## src/rtl/reg_file_sb.sv

```systemverilog
// Register file with per-register pending-write scoreboard (2-bit counters).
// Define RF_BYPASS_EN to forward same-cycle writeback data and post-update busy to the read ports.
module reg_file_sb #(
    parameter int DATA = 32,
    parameter int NREG = 32
) (
    input  logic            clk,
    input  logic            rst,
    input  logic [4:0]      rs_addr,
    input  logic [4:0]      rt_addr,
    output logic [DATA-1:0] rs_data,
    output logic [DATA-1:0] rt_data,
    input  logic            wr_en,
    input  logic [4:0]      wr_addr,
    input  logic [DATA-1:0] wr_data,
    input  logic            issue_en,
    input  logic [4:0]      issue_dest,
    output logic            rs_busy,
    output logic            rt_busy,
    output logic            drained,
    output logic            sb_overflow
);

    logic [DATA-1:0] regs    [NREG];
    logic [1:0]      cnt_q   [NREG];
    logic [1:0]      cnt_nxt [NREG];
    logic            ovf_hit;
    logic            ovf_q;

    function automatic logic hits(input logic en, input logic [4:0] a, input int idx);
        return en && (idx != 0) && (a == 5'(idx));
    endfunction

    // Saturating pending counters; a same-cycle issue and write to one register cancel out.
    always_comb begin
        ovf_hit = 1'b0;
        for (int i = 0; i < NREG; i++) begin
            cnt_nxt[i] = cnt_q[i];
            if (hits(issue_en, issue_dest, i) && !hits(wr_en, wr_addr, i)) begin
                if (cnt_q[i] == 2'd3)
                    ovf_hit = 1'b1;
                else
                    cnt_nxt[i] = cnt_q[i] + 2'd1;
            end else if (hits(wr_en, wr_addr, i) && !hits(issue_en, issue_dest, i)) begin
                if (cnt_q[i] != 2'd0)
                    cnt_nxt[i] = cnt_q[i] - 2'd1;
            end
        end
    end

    always_ff @(posedge clk or posedge rst) begin
        if (rst) begin
            for (int i = 0; i < NREG; i++) begin
                regs[i]  <= '0;
                cnt_q[i] <= 2'd0;
            end
            ovf_q <= 1'b0;
        end else begin
            if (wr_en && wr_addr != 5'd0)
                regs[wr_addr] <= wr_data;
            for (int i = 0; i < NREG; i++)
                cnt_q[i] <= cnt_nxt[i];
            if (ovf_hit)
                ovf_q <= 1'b1;
        end
    end

    // Bypass is suppressed under reset so outputs read as cleared while rst is high.
    always_comb begin
        rs_data = '0;
        rs_busy = 1'b0;
        if (rs_addr != 5'd0) begin
            rs_data = regs[rs_addr];
            rs_busy = (cnt_q[rs_addr] != 2'd0);
`ifdef RF_BYPASS_EN
            if (!rst && wr_en && wr_addr == rs_addr) begin
                rs_data = wr_data;
                rs_busy = (cnt_nxt[rs_addr] != 2'd0);
            end
`endif
        end
    end

    always_comb begin
        rt_data = '0;
        rt_busy = 1'b0;
        if (rt_addr != 5'd0) begin
            rt_data = regs[rt_addr];
            rt_busy = (cnt_q[rt_addr] != 2'd0);
`ifdef RF_BYPASS_EN
            if (!rst && wr_en && wr_addr == rt_addr) begin
                rt_data = wr_data;
                rt_busy = (cnt_nxt[rt_addr] != 2'd0);
            end
`endif
        end
    end

    always_comb begin
        drained = 1'b1;
        for (int i = 0; i < NREG; i++)
            if (cnt_q[i] != 2'd0)
                drained = 1'b0;
    end

    assign sb_overflow = ovf_q;

endmodule

```

## config.mk

```make
export PLATFORM = sky130hd
export DESIGN_NAME = reg_file_sb
export DESIGN_NICKNAME = d
export VERILOG_FILES = /design/src/rtl/reg_file_sb.sv
export SDC_FILE = /design/constraint.sdc
export NUM_CORES = 2
export LEC_CHECK = 0
export CORE_MARGIN = 5
export CORE_UTILIZATION = 50
export DETAILED_ROUTE_END_ITERATION = 10
export PLACE_DENSITY = 0.67
export SKIP_LAST_GASP = 1
export SYNTH_ARGS = -nofsm -noshare
export SYNTH_HDL_FRONTEND = slang
export SYNTH_SLANG_ARGS = --single-unit
export TNS_END_PERCENT = 30
```

## constraint.sdc

```tcl
create_clock -name clk -period 99 [get_ports clk]
set_clock_uncertainty 0.1 [all_clocks]
set_input_delay 19.8 -clock clk [delete_from_list [all_inputs] [get_ports clk]]
set_output_delay 19.8 -clock clk [all_outputs]
set_load 0.01 [all_outputs]
```

==> flow_summary.toml <==
[outcome]
status = "completed"

[yosys]
synth_area_per_cell_sq_um = 13.45
yosys.cell_types.count = 67
syn_area_sq_mm = 0.05945
synth.top_cells.by_area = "dfrtp_1 46%, mux4_2 19%, mux2_2 12%"
syn_nets = 4490
synth.yosys.warnings = 0
syn_inst = 4420
async_flop_share_pct = 100.0
yosys_register_bits = 1087
synth-seq-area-share_pct = 45.75
ys.flop_type = "dfrtp_1"
synth_edf_count = 0
yosys.area.top_type_share_pct = 45.75
synth_area_leader_cell = "dfrtp_1"

[flow_run]
cap_violations = 0

[detailed_routing]
vias_per_cell = 6.708
ant_nets = 0
first_iter_violations = 4445
vias = 39810
drtPass1Iterations = 6
routedWlPerCell_um = 31.18
drc = 0
wl_um = 185100

[worst_setup_path]
cp-start-kind = "primary input"
reg2reg_slack_ns = 97.14
path_class = "primary input to output port"
crit_path_end_kind = "output port"
cp.required_ns = 79.10
arrival_ns = 24.92
rr_worst_depth = 5
crit_fanout = 105

[floorplan]
coreArea_sq_mm = 0.1181
fp.dieW_um = 354.8
die-area_sq_mm = 0.1259
initial_core_util_pct = 50.35
rows = 126
die_h_um = 354.8
io_pins = 124

[timing]
max_slew_margin_pct = 18.22
setup_viol = 0
final-hold-violation-count = 0
tightest_slew_ns = 1.223
timing.final.ws_setup_ns = 54.18
fin_crit_ns = 44.82
tns_ns = 0
finalCritPeriodShare_pct = 45.27
fmax_mhz = 22.31
rsz0062_at_grt = "false"
drv_slew = 0

[power_and_ir_drop]
sequentialPowerShare_pct = 44.8
comb_power_share_pct = 20.5
power.density_mw_per_mm2 = 20.11
power_switching_share_pct = 27.58
p_int_w = 0.0009482
power_frac_clock_pct = 34.7
leakage_nw = 29.44
p_total_w = 0.001309
p_sw_w = 0.0003610
max-vdd-ir-drop_v = 0.00001496

[clock_network]
htreeDepth = 3
clock_latency_ns = 0.73
post_cts_buffers = 0
clock_path_buffers = 3
holdBufCountCts = 0
cts.sinks = 1087
cts_tree = "yes"
numCtsBuffers = 115
cts.clk_slew.worst_paths_ns = 0.06
cts-root-buf = "clkbuf_16"
cts_resized = 0

[place]
dp_hpwl_um = 97960
gp_congestion = 0.8397
io_buffers = 123
dp_slack_ns = 54.10

[global_route]
grt_pass1_wl_um = 274300
grt.total_usage_pct = 29.32
grt_max_degree = 179
grt_pass1_vias = 39870
grt-ovfl-total = 0
antenna_found_initial = 11

[finish]
nNetsFinal = 4364
layout-drive-gt1-share_pct = 33.17
fillers = 9515
areaGrowthSynthToFinish_pct = 9.528

[hold_path]
holdCritPathClass = "flip-flop to flip-flop"
holdPathStages = 0
synth_stat cells, types with 4 or more instances:
cell       number
or2_2           4
a22oi_1        10
mux4_2        492
nand2b_1        9
nor2_1        115
buf_6          12
nor4_1          8
o21a_1          4
o31ai_1        15
o21ai_0        68
nor3b_1         4
a21oi_1        41
inv_1           9
clkbuf_1      245
clkbuf_8       20
dfrtp_1      1087
mux4_1         87
nor3_1         28
buf_1          34
a2111oi_0       4
nand4b_1        8
ha_1           14
a21o_1         62
nand3_1        11
mux4_4          5
and2_1         23
o22ai_1        64
buf_12         12
buf_2         101
mux2_1        116
buf_4          13
mux2_2        621
nand4_1        12
nand2_1       840
a32oi_1         5
nor2b_1        17
a211oi_1       18
mux2i_1       128
o211ai_1        9
layout by cell type (no fill, tap or decap), types with 29 or more instances in the layout:
cell type and n:
mux2i_1 128, mux4_1 87, a21oi_1 41, mux2_1 116, mux4_2 492, clkinv_2 29, o21ai_0 68, mux2_2 621
clkdlybuf4s50_1 113, a21o_1 62, clkbuf_8 36, nor2_1 102, buf_4 75, o22ai_1 64, dfrtp_1 1087, clkbuf_16 116
nand2_1 818
power by group through the flow:
stage          clock network, W  registers [W]  logic (W)
3_5_place_dp                  0       0.000591   0.000268
2_1_floorplan                 0       0.000573   0.000208
4_1_cts                0.000460       0.000584   0.000270
5_1_grt                0.000478       0.000596   0.000289
6_report               0.000454       0.000587   0.000269
3_3_place_gp                  0       0.000586   0.000262
worst max-delay path, cell delays in order:
cell             delay (ns)
buf_8                  0.58
buf_4                  0.89
buf_12                 0.76
buf_4                  0.87
mux4_1                 0.66
mux4_2                 0.47
nand2_1                0.11
o211ai_1               0.15
clkdlybuf4s50_1        0.54
worst paths after layout:
check | endpoint | startpoint
hold / removal | regs[997] | regs[997]
min in group asynchronous | regs[189] | rst
max in group asynchronous | regs[964] | rst
hold reg to reg | regs[997] | regs[997]
setup / recovery | rs_data[31] | rs_addr[0]
setup reg to reg | sb_overflow | cnt_q[39]
flip-flops by register name, summed over array words and instances, names as in the netlist:
register	count
regs	1024
cnt_q	62
sb_overflow	1
cell type report:
cell class                      instances  area [sq um]  share of cell area [%]
Antenna cell                            6         15.01                 0.02306
Clock buffer                          167          3435                   5.275
Clock inverter                         49         549.3                  0.8435
Inverter                               11         48.80                 0.07494
Multi-Input combinational cell       2879         30090                   46.21
Sequential cell                      1087         27200                   41.77
Tap cell                             1536          1922                   2.951
Timing Repair Buffer                  200          1857                   2.852
kinds of logic (layout without fill, tap and decap cells):
kind of cell / after synthesis / in the layout / share of synthesized area, %
fa+ha+maj: 14 / 14 / 0.2946
buf+inv: 454 / 427 / 4.049
other cells: 0 / 6 / 0
compound gates: 314 / 314 / 3.437
mux: 1449 / 1449 / 38.81
simple gates: 1102 / 1102 / 7.657
flops: 1087 / 1087 / 45.75
metrics by stage:
| stage | cells | cell area, sq um | hold slack [ns] | util [%] |
|---|---|---|---|---|
| 2_1_floorplan | 4420 | 59450 | 0.3384 | - |
| 3_3_place_gp | 5713 | 61120 | 0.2770 | 51.76 |
| 3_5_place_dp | 5713 | 61120 | 0.2820 | 51.76 |
| 4_1_cts | 5929 | 65100 | 0.2976 | 55.13 |
| 5_1_grt | 5932 | 65110 | 0.3057 | 55.14 |
| 6_report | 5935 | 65120 | 0.2948 | 55.14 |
routing by layer:
layer / GRT usage, % / part of all wire [%] / vias to the layer above
met1: 40.43 / 40 / 21160
met5: 0 / 0.014 / -
met4: 11.37 / 4.4 / 4
met2: 46.72 / 47 / 2001
met3: 5.556 / 8.5 / 427
li1: - / - / 16220
No activity file was read; power rests on OpenSTA's default activity.
